--- src/rtl/instr_fetch_unit_if.sv ---
// Fetch-stage bus bundle: instruction-memory req/ack channel plus the decode-side handshake.
// The master modport is the fetch unit; the slave modport is memory/decode.
interface instr_fetch_unit_if #(
  parameter int unsigned ADDR_W  = 16,
  parameter int unsigned INSTR_W = 16,
  parameter int unsigned IMM_W   = 12
);

  logic               imem_req;
  logic [ADDR_W-1:0]  imem_addr;
  logic               imem_ack;
  logic [INSTR_W-1:0] imem_rdata;

  logic               stall;
  logic               decode_ready;
  logic               jump_en;
  logic [ADDR_W-1:0]  jump_target;

  logic               instr_valid;
  logic [INSTR_W-1:0] instr_out;
  logic [IMM_W-1:0]   imm12_out;
  logic [ADDR_W-1:0]  pc_out;

  modport master (
    output imem_req, imem_addr, instr_valid, instr_out, imm12_out, pc_out,
    input  imem_ack, imem_rdata, stall, decode_ready, jump_en, jump_target
  );

  modport slave (
    input  imem_req, imem_addr, instr_valid, instr_out, imm12_out, pc_out,
    output imem_ack, imem_rdata, stall, decode_ready, jump_en, jump_target
  );

endinterface

--- src/rtl/instr_fetch_unit.sv ---
// Fetch stage: owns the PC, issues one req/ack fetch at a time and presents the
// fetched word (with its PC and 12-bit immediate) to decode until it is consumed.
module instr_fetch_unit #(
  parameter int unsigned     ADDR_W   = 16,
  parameter int unsigned     INSTR_W  = 16,
  parameter int unsigned     IMM_W    = 12,
  parameter logic [ADDR_W-1:0] RESET_PC = '0
) (
  input logic                 clk,
  input logic                 rst_n,
  instr_fetch_unit_if.master  bus
);

  typedef enum logic [1:0] {
    IDLE = 2'd0,
    REQ  = 2'd1,
    HOLD = 2'd2
  } state_t;

  state_t             state_q, state_d;
  logic [ADDR_W-1:0]  pc_q, pc_d;
  logic               req_q, req_d;
  logic [ADDR_W-1:0]  addr_q, addr_d;
  logic               valid_q, valid_d;
  logic [INSTR_W-1:0] instr_q, instr_d;
  logic [IMM_W-1:0]   imm_q, imm_d;
  logic [ADDR_W-1:0]  pc_out_q, pc_out_d;
  logic [ADDR_W-1:0]  redirect_pc;

  // State and all visible outputs are registered together.
  always_ff @(posedge clk or negedge rst_n) begin
    if (!rst_n) begin
      state_q  <= IDLE;
      pc_q     <= RESET_PC;
      req_q    <= 1'b0;
      addr_q   <= RESET_PC;
      valid_q  <= 1'b0;
      instr_q  <= '0;
      imm_q    <= '0;
      pc_out_q <= '0;
    end else begin
      state_q  <= state_d;
      pc_q     <= pc_d;
      req_q    <= req_d;
      addr_q   <= addr_d;
      valid_q  <= valid_d;
      instr_q  <= instr_d;
      imm_q    <= imm_d;
      pc_out_q <= pc_out_d;
    end
  end

  // Next-state and next-output logic; everything holds unless a transition fires.
  always_comb begin
    state_d     = state_q;
    pc_d        = pc_q;
    req_d       = req_q;
    addr_d      = addr_q;
    valid_d     = valid_q;
    instr_d     = instr_q;
    imm_d       = imm_q;
    pc_out_d    = pc_out_q;
    redirect_pc = bus.jump_en ? bus.jump_target : pc_q;

    case (state_q)
      IDLE: begin
        if (!bus.stall) begin
          req_d   = 1'b1;
          addr_d  = pc_q;
          state_d = REQ;
        end
      end

      // An issued request stays up, address frozen, until memory acks it.
      REQ: begin
        if (bus.imem_ack) begin
          instr_d  = bus.imem_rdata;
          imm_d    = bus.imem_rdata[IMM_W-1:0];
          pc_out_d = pc_q;
          valid_d  = 1'b1;
          req_d    = 1'b0;
          pc_d     = pc_q + ADDR_W'(1);
          state_d  = HOLD;
        end
      end

      // A jump is only taken on the cycle decode consumes the held instruction.
      HOLD: begin
        if (bus.decode_ready) begin
          valid_d = 1'b0;
          pc_d    = redirect_pc;
          if (!bus.stall) begin
            req_d   = 1'b1;
            addr_d  = redirect_pc;
            state_d = REQ;
          end else begin
            state_d = IDLE;
          end
        end
      end

      default: begin
        state_d = IDLE;
        req_d   = 1'b0;
        valid_d = 1'b0;
      end
    endcase
  end

  assign bus.imem_req    = req_q;
  assign bus.imem_addr   = addr_q;
  assign bus.instr_valid = valid_q;
  assign bus.instr_out   = instr_q;
  assign bus.imm12_out   = imm_q;
  assign bus.pc_out      = pc_out_q;

endmodule

--- src/flat_wrapper.sv ---
// flat-port wrapper written by rule: the top's interface ports become plain ports
module instr_fetch_unit_flat 
#(
  parameter int unsigned     ADDR_W   = 16,
  parameter int unsigned     INSTR_W  = 16,
  parameter int unsigned     IMM_W    = 12,
  parameter logic [ADDR_W-1:0] RESET_PC = '0
)
  (clk, rst_n, bus_imem_req, bus_imem_addr, bus_instr_valid, bus_instr_out, bus_imm12_out, bus_pc_out, bus_imem_ack, bus_imem_rdata, bus_stall, bus_decode_ready, bus_jump_en, bus_jump_target);
  instr_fetch_unit_if #(.ADDR_W(ADDR_W), .INSTR_W(INSTR_W), .IMM_W(IMM_W)) bus_i ();
  input logic clk;
  input logic rst_n;
  output wire logic [$bits(bus_i.imem_req)-1:0] bus_imem_req;
  output wire logic [$bits(bus_i.imem_addr)-1:0] bus_imem_addr;
  output wire logic [$bits(bus_i.instr_valid)-1:0] bus_instr_valid;
  output wire logic [$bits(bus_i.instr_out)-1:0] bus_instr_out;
  output wire logic [$bits(bus_i.imm12_out)-1:0] bus_imm12_out;
  output wire logic [$bits(bus_i.pc_out)-1:0] bus_pc_out;
  input wire logic [$bits(bus_i.imem_ack)-1:0] bus_imem_ack;
  input wire logic [$bits(bus_i.imem_rdata)-1:0] bus_imem_rdata;
  input wire logic [$bits(bus_i.stall)-1:0] bus_stall;
  input wire logic [$bits(bus_i.decode_ready)-1:0] bus_decode_ready;
  input wire logic [$bits(bus_i.jump_en)-1:0] bus_jump_en;
  input wire logic [$bits(bus_i.jump_target)-1:0] bus_jump_target;
  assign bus_imem_req = bus_i.imem_req;
  assign bus_imem_addr = bus_i.imem_addr;
  assign bus_instr_valid = bus_i.instr_valid;
  assign bus_instr_out = bus_i.instr_out;
  assign bus_imm12_out = bus_i.imm12_out;
  assign bus_pc_out = bus_i.pc_out;
  assign bus_i.imem_ack = bus_imem_ack;
  assign bus_i.imem_rdata = bus_imem_rdata;
  assign bus_i.stall = bus_stall;
  assign bus_i.decode_ready = bus_decode_ready;
  assign bus_i.jump_en = bus_jump_en;
  assign bus_i.jump_target = bus_jump_target;
  instr_fetch_unit #(.ADDR_W(ADDR_W), .INSTR_W(INSTR_W), .IMM_W(IMM_W), .RESET_PC(RESET_PC)) u_core (.clk(clk), .rst_n(rst_n), .bus(bus_i));
endmodule
--- config.mk ---
export PLATFORM = sky130hd
export DESIGN_NAME = instr_fetch_unit_flat
export DESIGN_NICKNAME = d
export VERILOG_FILES = /design/src/rtl/instr_fetch_unit_if.sv /design/src/rtl/instr_fetch_unit.sv /design/src/flat_wrapper.sv
export SDC_FILE = /design/constraint.sdc
export NUM_CORES = 1
export LEC_CHECK = 0
export CORE_MARGIN = 10
export CORE_UTILIZATION = 25
export CTS_CLUSTER_SIZE = 28
export DETAILED_ROUTE_END_ITERATION = 7
export PLACE_DENSITY = 0.51
export REMOVE_ABC_BUFFERS = 1
export SLEW_MARGIN = 20
export SYNTH_ARGS = -nofsm -noshare
export SYNTH_HDL_FRONTEND = slang
export SYNTH_SLANG_ARGS = --single-unit
--- constraint.sdc ---
create_clock -name clk -period 1.66 [get_ports clk]
set_input_delay 0.166 -clock clk [delete_from_list [all_inputs] [get_ports clk]]
set_output_delay 0.166 -clock clk [all_outputs]
set_load 0.01 [all_outputs]
==> results of run 1 <==
[through the flow]
step | instance area [µm²] | hold WS, ns
floorplan | 3163 | -0.1296
global placement | 4836 | 0.1457
detailed placement | 4836 | 0.1510
CTS | 5185 | 0.3491
global route | 5201 | 0.3588
finish | 5201 | 0.3453
[metal layers]
metal	wire length (µm)	track usage, %	vias to the layer above
met2	5314	19.82	74
met1	4801	14.20	1513
li1	-	-	1556
met3	699	3.875	12
met5	0	0	-
met4	153	3.609	0
[registers in the layout, summed over array words and instances (netlist names)]
register	cells
u_core.bus.imem_addr	16
u_core.bus.imem_req	1
u_core.bus.imm12_out	11
u_core.bus.instr_out	5
u_core.bus.instr_valid	1
u_core.bus.pc_out	16
u_core.pc_q	16
u_core.state_q	2
[cell usage after synthesis, types with 3 or more instances]
master    instances
nor2b_1           5
nand2_1         126
mux2i_1          16
buf_4            14
a31oi_1           6
o22ai_1           8
a21oi_1          13
o21ai_0          27
nor2_1            7
clkbuf_1         11
nor4_1            3
nor3_1            5
nand2b_1          7
inv_1             4
nand3_1           8
or3_1             3
buf_2             9
o211ai_1          3
dfrtp_1          68
[kinds of logic after synthesis]
logic type / count (synthesis) / synth area share (%)
buffers and inverters: 40 / 6.364
AO/OA/AOI/OAI: 73 / 13.25
AND/OR/NAND/NOR: 180 / 24.64
multiplexers: 16 / 4.764
adder cells (fa/ha/maj): 1 / 0.3721
flip-flops: 68 / 50.61
[power by group through the flow]
stage	combinational [mW]	sequential, mW	clock [mW]
2_1_floorplan	1.27	3.33	0
3_3_place_gp	4.30	2.95	0
3_5_place_dp	4.33	2.97	0
4_1_cts	4.36	2.94	2.21
5_1_grt	4.75	3.04	2.29
6_report	4.29	2.94	2.14
[worst max path at each step]
stage	endpoint	cells after the start
after floorplan	u_core.pc_q[3]	4
after global placement	u_core.pc_q[9]	6
after detailed placement	u_core.pc_q[4]	7
after CTS	u_core.pc_q[14]	5
after global routing	u_core.pc_q[10]	5
final	u_core.pc_q[10]	5
[what timing repair did]
item	4_1_cts	5_1_grt
gates resized for setup	1	7
hold endpoints to repair	30	0
hold buffers	1	0
endpoints found under the setup margin	1	7
[critical path, cell delays in order, from the launching register on]
cell	delay, ns
dfrtp_1	0.43
ha_2	0.23
and3_1	0.22
nand3_1	0.17
or3_1	0.35
o211ai_1	0.10
[layout make-up]
| class | instances | area [µm²] | area share, % |
|---|---|---|---|
| Clock buffer | 12 | 266.5 | 5.124 |
| Clock inverter | 4 | 70.07 | 1.347 |
| Inverter | 4 | 15.01 | 0.2887 |
| Multi-Input combinational cell | 270 | 1463 | 28.12 |
| Sequential cell | 68 | 1704 | 32.76 |
| Tap cell | 176 | 220.2 | 4.234 |
| Timing Repair Buffer | 158 | 1463 | 28.12 |
==> reports/metrics.yaml, run 1 <==
drt:
  via_per_inst: 4.559
  drc: 0
  drtPass1Iterations: 4
  wl_per_cell_um: 15.85
  drt-total-wl_um: 10970
  dr_total_vias: 3155
  ant_nets: 0
  drtIter0Drc: 151
power_and_ir_drop:
  seq_power_share_pct: 31.4
  ir_drop_uv: 551.5
  clkPwrFrac_pct: 22.8
  p_total_mw: 9.367
  p_comb_share_pct: 45.8
  p_leak_nw: 2.428
  p_sw_mw: 3.249
  switching_share_pct: 34.69
  intPower_mw: 6.117
  power.density_nw_per_um2: 1801
yosys:
  yosysUniqueCellTypes: 45
  yosysTopAreaCell: "dfrtp_1"
  synth_enable_flop_cells: 0
  syn_area_um2: 3362
  seq_area_frac_synth_pct: 50.61
  synthCells: 378
  ys_top_cells_by_area: "dfrtp_1, nand2_1, mux2i_1"
  yosysWarnings: 0
  ys.flop_type: "dfrtp_1"
  synth_top_cell_area_share_pct: 50.61
  ys_ff_latch: 68
  syn_area_per_cell_um2: 8.894
  async_flop_share_pct: 100.0
floorplanning:
  design.core.area_um2: 13190
  start_util_pct: 25.49
  chipWidth_um: 136.0
  die_y_um: 136.0
  design.die.area_um2: 18490
  io_pins: 100
  rows: 42
min_path:
  worstHoldPathType: "in2async"
flow_run:
  maxCapViolations: 0
grt:
  antenna_found_initial: 0
  grt_pass1_vias: 3310
  grt_use_total_pct: 11.87
  grt_pass1_wl_um: 17510
  gr-total-overflow: 0
  grt_max_degree: 39
sta:
  setup_ws_ns: 0.08059
  finClkSkew_ns: 0.006401
  finalCriticalPeriod_ns: 1.579
  tightest_slew_ns: 0.4611
  slew_headroom_pct: 69.26
  fmax_mhz: 633.1
  hold_viol: 0
  setup_viol: 0
  rsz0062_at_grt: "yes"
  drv_slew: 0
  period_share_pct: 95.15
  fin_tns_setup_ns: 0
cells_and_area:
  layout_common_cells: "nand2_1, clkdlybuf4s50_1, dfrtp_1"
  final_cells: 692
  fill_cells: 1329
  final_util_pct: 39.43
  drive_gt1_share_pct: 17.05
  area_growth_pct: 54.71
  layout_commonest_cell: "nand2_1"
  layout.nets: 550
  diodes: 0
clock_tree:
  cts_tree: "built"
  cts_buffers: 9
  clkTransAtPathRegs_ns: 0.06
  htreeDepth: 3
  clock_latency_ns: 0.33
  clockBufferDepth: 2
  clock_sinks: 68
  ctsRootBufferMaster: "clkbuf_16"
  postCtsSetupBuffers: 0
worst_setup_path:
  r2r-start: "u_core.pc_q[0]"
  cp-end-kind: "flip-flop"
  critPathArrivalTime_ns: 1.82
  cp_max_fo: 5
  required_ns: 1.90
  r2r-end: "u_core.pc_q[10]"
  cp-start-kind: "flip-flop"
  r2r_setup_slack_ns: 0.08
  crit_start: "u_core.pc_q[0]"
  path_class: "reg2reg"
  r2r.worst_path.cells: 5
placement:
  placed_cells: 675
  dpl_worst_slack_ns: -0.09945
  gp_routability_congestion: 0.8986
  portBuffers: 99
  post-dp-hpwl_um: 8207
outcome:
  run_status: "completed"
Note: power is estimated with default switching activity, not from simulation.
==> run 2, diff against run 1 <==
Settings changed: HOLD_SLACK_MARGIN set to 0.06.
==> results of run 2 <==
Final layout, timing and power as in run 1 (identical DEF).
==> run 3, diff against run 2 <==
Settings changed: REMOVE_ABC_BUFFERS 1 to not set.
==> reports/metrics.yaml, run 3 (same netlist as run 1, synthesis figures left out) <==
placement:
  gp_routability_congestion: 0.8384  # -6.7%
  dpl_worst_slack_ns: -0.1610  # -0.06160 ns
  placed_cells: 671  # -0.59%
  post-dp-hpwl_um: 8114  # -1.1%
  portBuffers: 99  # unchanged
  dpl_cell_area_um2: 4800  # -0.75%
drt:
  dr_total_vias: 3126  # -0.92%
  ant_nets: 0  # unchanged
  drtIter0Drc: 158  # +4.6%
  drc: 0  # unchanged
  wl_per_cell_um: 15.67  # -1.1%
  via_per_inst: 4.557  # about the same
  drt-total-wl_um: 10750  # -2.0%
  drtPass1Iterations: 4  # unchanged
sta:
  finClkSkew_ns: 0.006310  # -0.00009087 ns
  tightest_slew_ns: 0.3855  # -0.07564 ns
  hold_ws_ns: 0.3607  # +0.01542 ns
  hold_viol: 0  # unchanged
  period_share_pct: 93.40  # -1.7 points
  setup_ws_ns: 0.1096  # +0.02902 ns
  setup_viol: 0  # unchanged
  fin_tns_setup_ns: 0  # unchanged
  slew_headroom_pct: 74.30  # +5.0 points
  rsz0062_at_grt: "no"
  drv_slew: 0  # unchanged
  fmax_mhz: 645.0  # +1.9%
  finalCriticalPeriod_ns: 1.550  # -0.02902 ns
floorplanning:
  rows: 42  # unchanged
  die_y_um: 136.0  # unchanged
  design.core.area_um2: 13190  # unchanged
  chipWidth_um: 136.0  # unchanged
  io_pins: 100  # unchanged
  design.die.area_um2: 18490  # unchanged
  start_util_pct: 25.49  # unchanged
power_and_ir_drop:
  p_leak_nw: 2.376  # -2.1%
  p_total_mw: 8.950  # -4.5%
  power.density_nw_per_um2: 1754  # -2.6%
  ir_drop_uv: 795.2  # +44%
cells_and_area:
  final_cells: 686  # -0.87%
  layout.nets: 546  # -0.73%
  design_area_um2: 5104  # -1.9%
  layout_common_cells: "nand2_1, clkdlybuf4s50_1, dfrtp_1"
  area_growth_pct: 51.80
  diodes: 0  # unchanged
  drive_gt1_share_pct: 16.08  # -0.98 points
  layout_commonest_cell: "nand2_1"
  final_util_pct: 38.69  # -0.74 points
  fill_cells: 1304  # -1.9%
clock_tree:
  clkTransAtPathRegs_ns: 0.06  # about the same
  cts_buffers: 9  # unchanged
  cts_tree: "built"
  clockBufferDepth: 2  # unchanged
  clock_latency_ns: 0.33  # about the same
  htreeDepth: 3  # unchanged
  clock_sinks: 68  # unchanged
  ctsRootBufferMaster: "clkbuf_16"
min_path:
  worstHoldPathCells: 3
  worstHoldPathType: "in2reg"
  hold_path.startpoint: "bus_imem_rdata[3]"
worst_setup_path:
  critPathArrivalTime_ns: 1.80  # -0.02 ns
  cp_max_fo: 6  # +1
  r2r.worst_path.cells: 4  # -1
  crit_start: "u_core.pc_q[3]"
  cp-start-kind: "flip-flop"
  path_class: "reg2reg"
  required_ns: 1.91  # about the same
  r2r-start: "u_core.pc_q[3]"
  cp-end-kind: "flip-flop"
grt:
  gr-total-overflow: 0  # unchanged
  grt_pass1_vias: 3280  # -0.91%
  antenna_found_initial: 0  # unchanged
  grt_use_total_pct: 11.74  # -0.13 points
  grt_pass1_wl_um: 17160  # -2.0%
  grt_max_degree: 69  # +77%
outcome:
  run_status: "completed"
flow_run:
  maxCapViolations: 0  # unchanged
yosys:
  synth_nets: 417
-- run 3: final timing paths --
| check | to | slack, ns |
|---|---|---|
| setup / recovery | u_core.pc_q[7] | 0.11 |
| hold / removal | u_core.bus.imm12_out[3] | 0.36 |
| setup reg to reg | u_core.pc_q[7] | 0.11 |
| hold reg to reg | u_core.bus.pc_out[12] | 0.47 |
| max in group asynchronous | u_core.bus.imm12_out[7] | 0.96 |
| min in group asynchronous | u_core.bus.pc_out[15] | 0.38 |
-- run 3: routing by layer --
layer  GRT usage [%]  vias to the layer above  wire (µm)  part of all wire, %
li1                -                     1547          -                    -
met2           19.38                      103       4967                   46
met3           4.096                       12        869                  8.1
met5               0                        -          0                    0
met4           3.905                        0        170                  1.6
met1           13.93                     1464       4746                   44
-- run 3: power by group --
| group | switching (mW) | internal [mW] | leakage, nW | total (mW) |
|---|---|---|---|---|
| logic | 2.00 | 2.29 | 1.40 | 4.28 |
| clock network | 0.682 | 1.03 | 0.131 | 1.71 |
| registers | 0.569 | 2.39 | 0.849 | 2.96 |
| total | 3.25 | 5.70 | 2.38 | 8.95 |
-- run 3: what timing repair did --
action	4_1_cts	5_1_grt
hold buffers	1	0
pin swaps	0	1
hold endpoints to repair	68	0
buffers inserted	0	0
endpoints found under the setup margin	1	10
resized for setup	1	9
-- run 3: critical path: stages, from the launching register on --
cell	delay, ns
dfrtp_1	0.47
and4_1	0.37
nand4_1	0.17
a211o_1	0.31
a22oi_1	0.15
-- run 3: final cells by class --
type	instances	area (µm²)	share of cell area [%]
repair buffers	154	1426	27.95
inverters	4	15.01	0.2942
clock buffers	11	242.7	4.756
well taps	176	220.2	4.315
clock inverters	3	15.01	0.2942
multi-input cells	270	1480	29.00
flip-flops and latches	68	1704	33.39
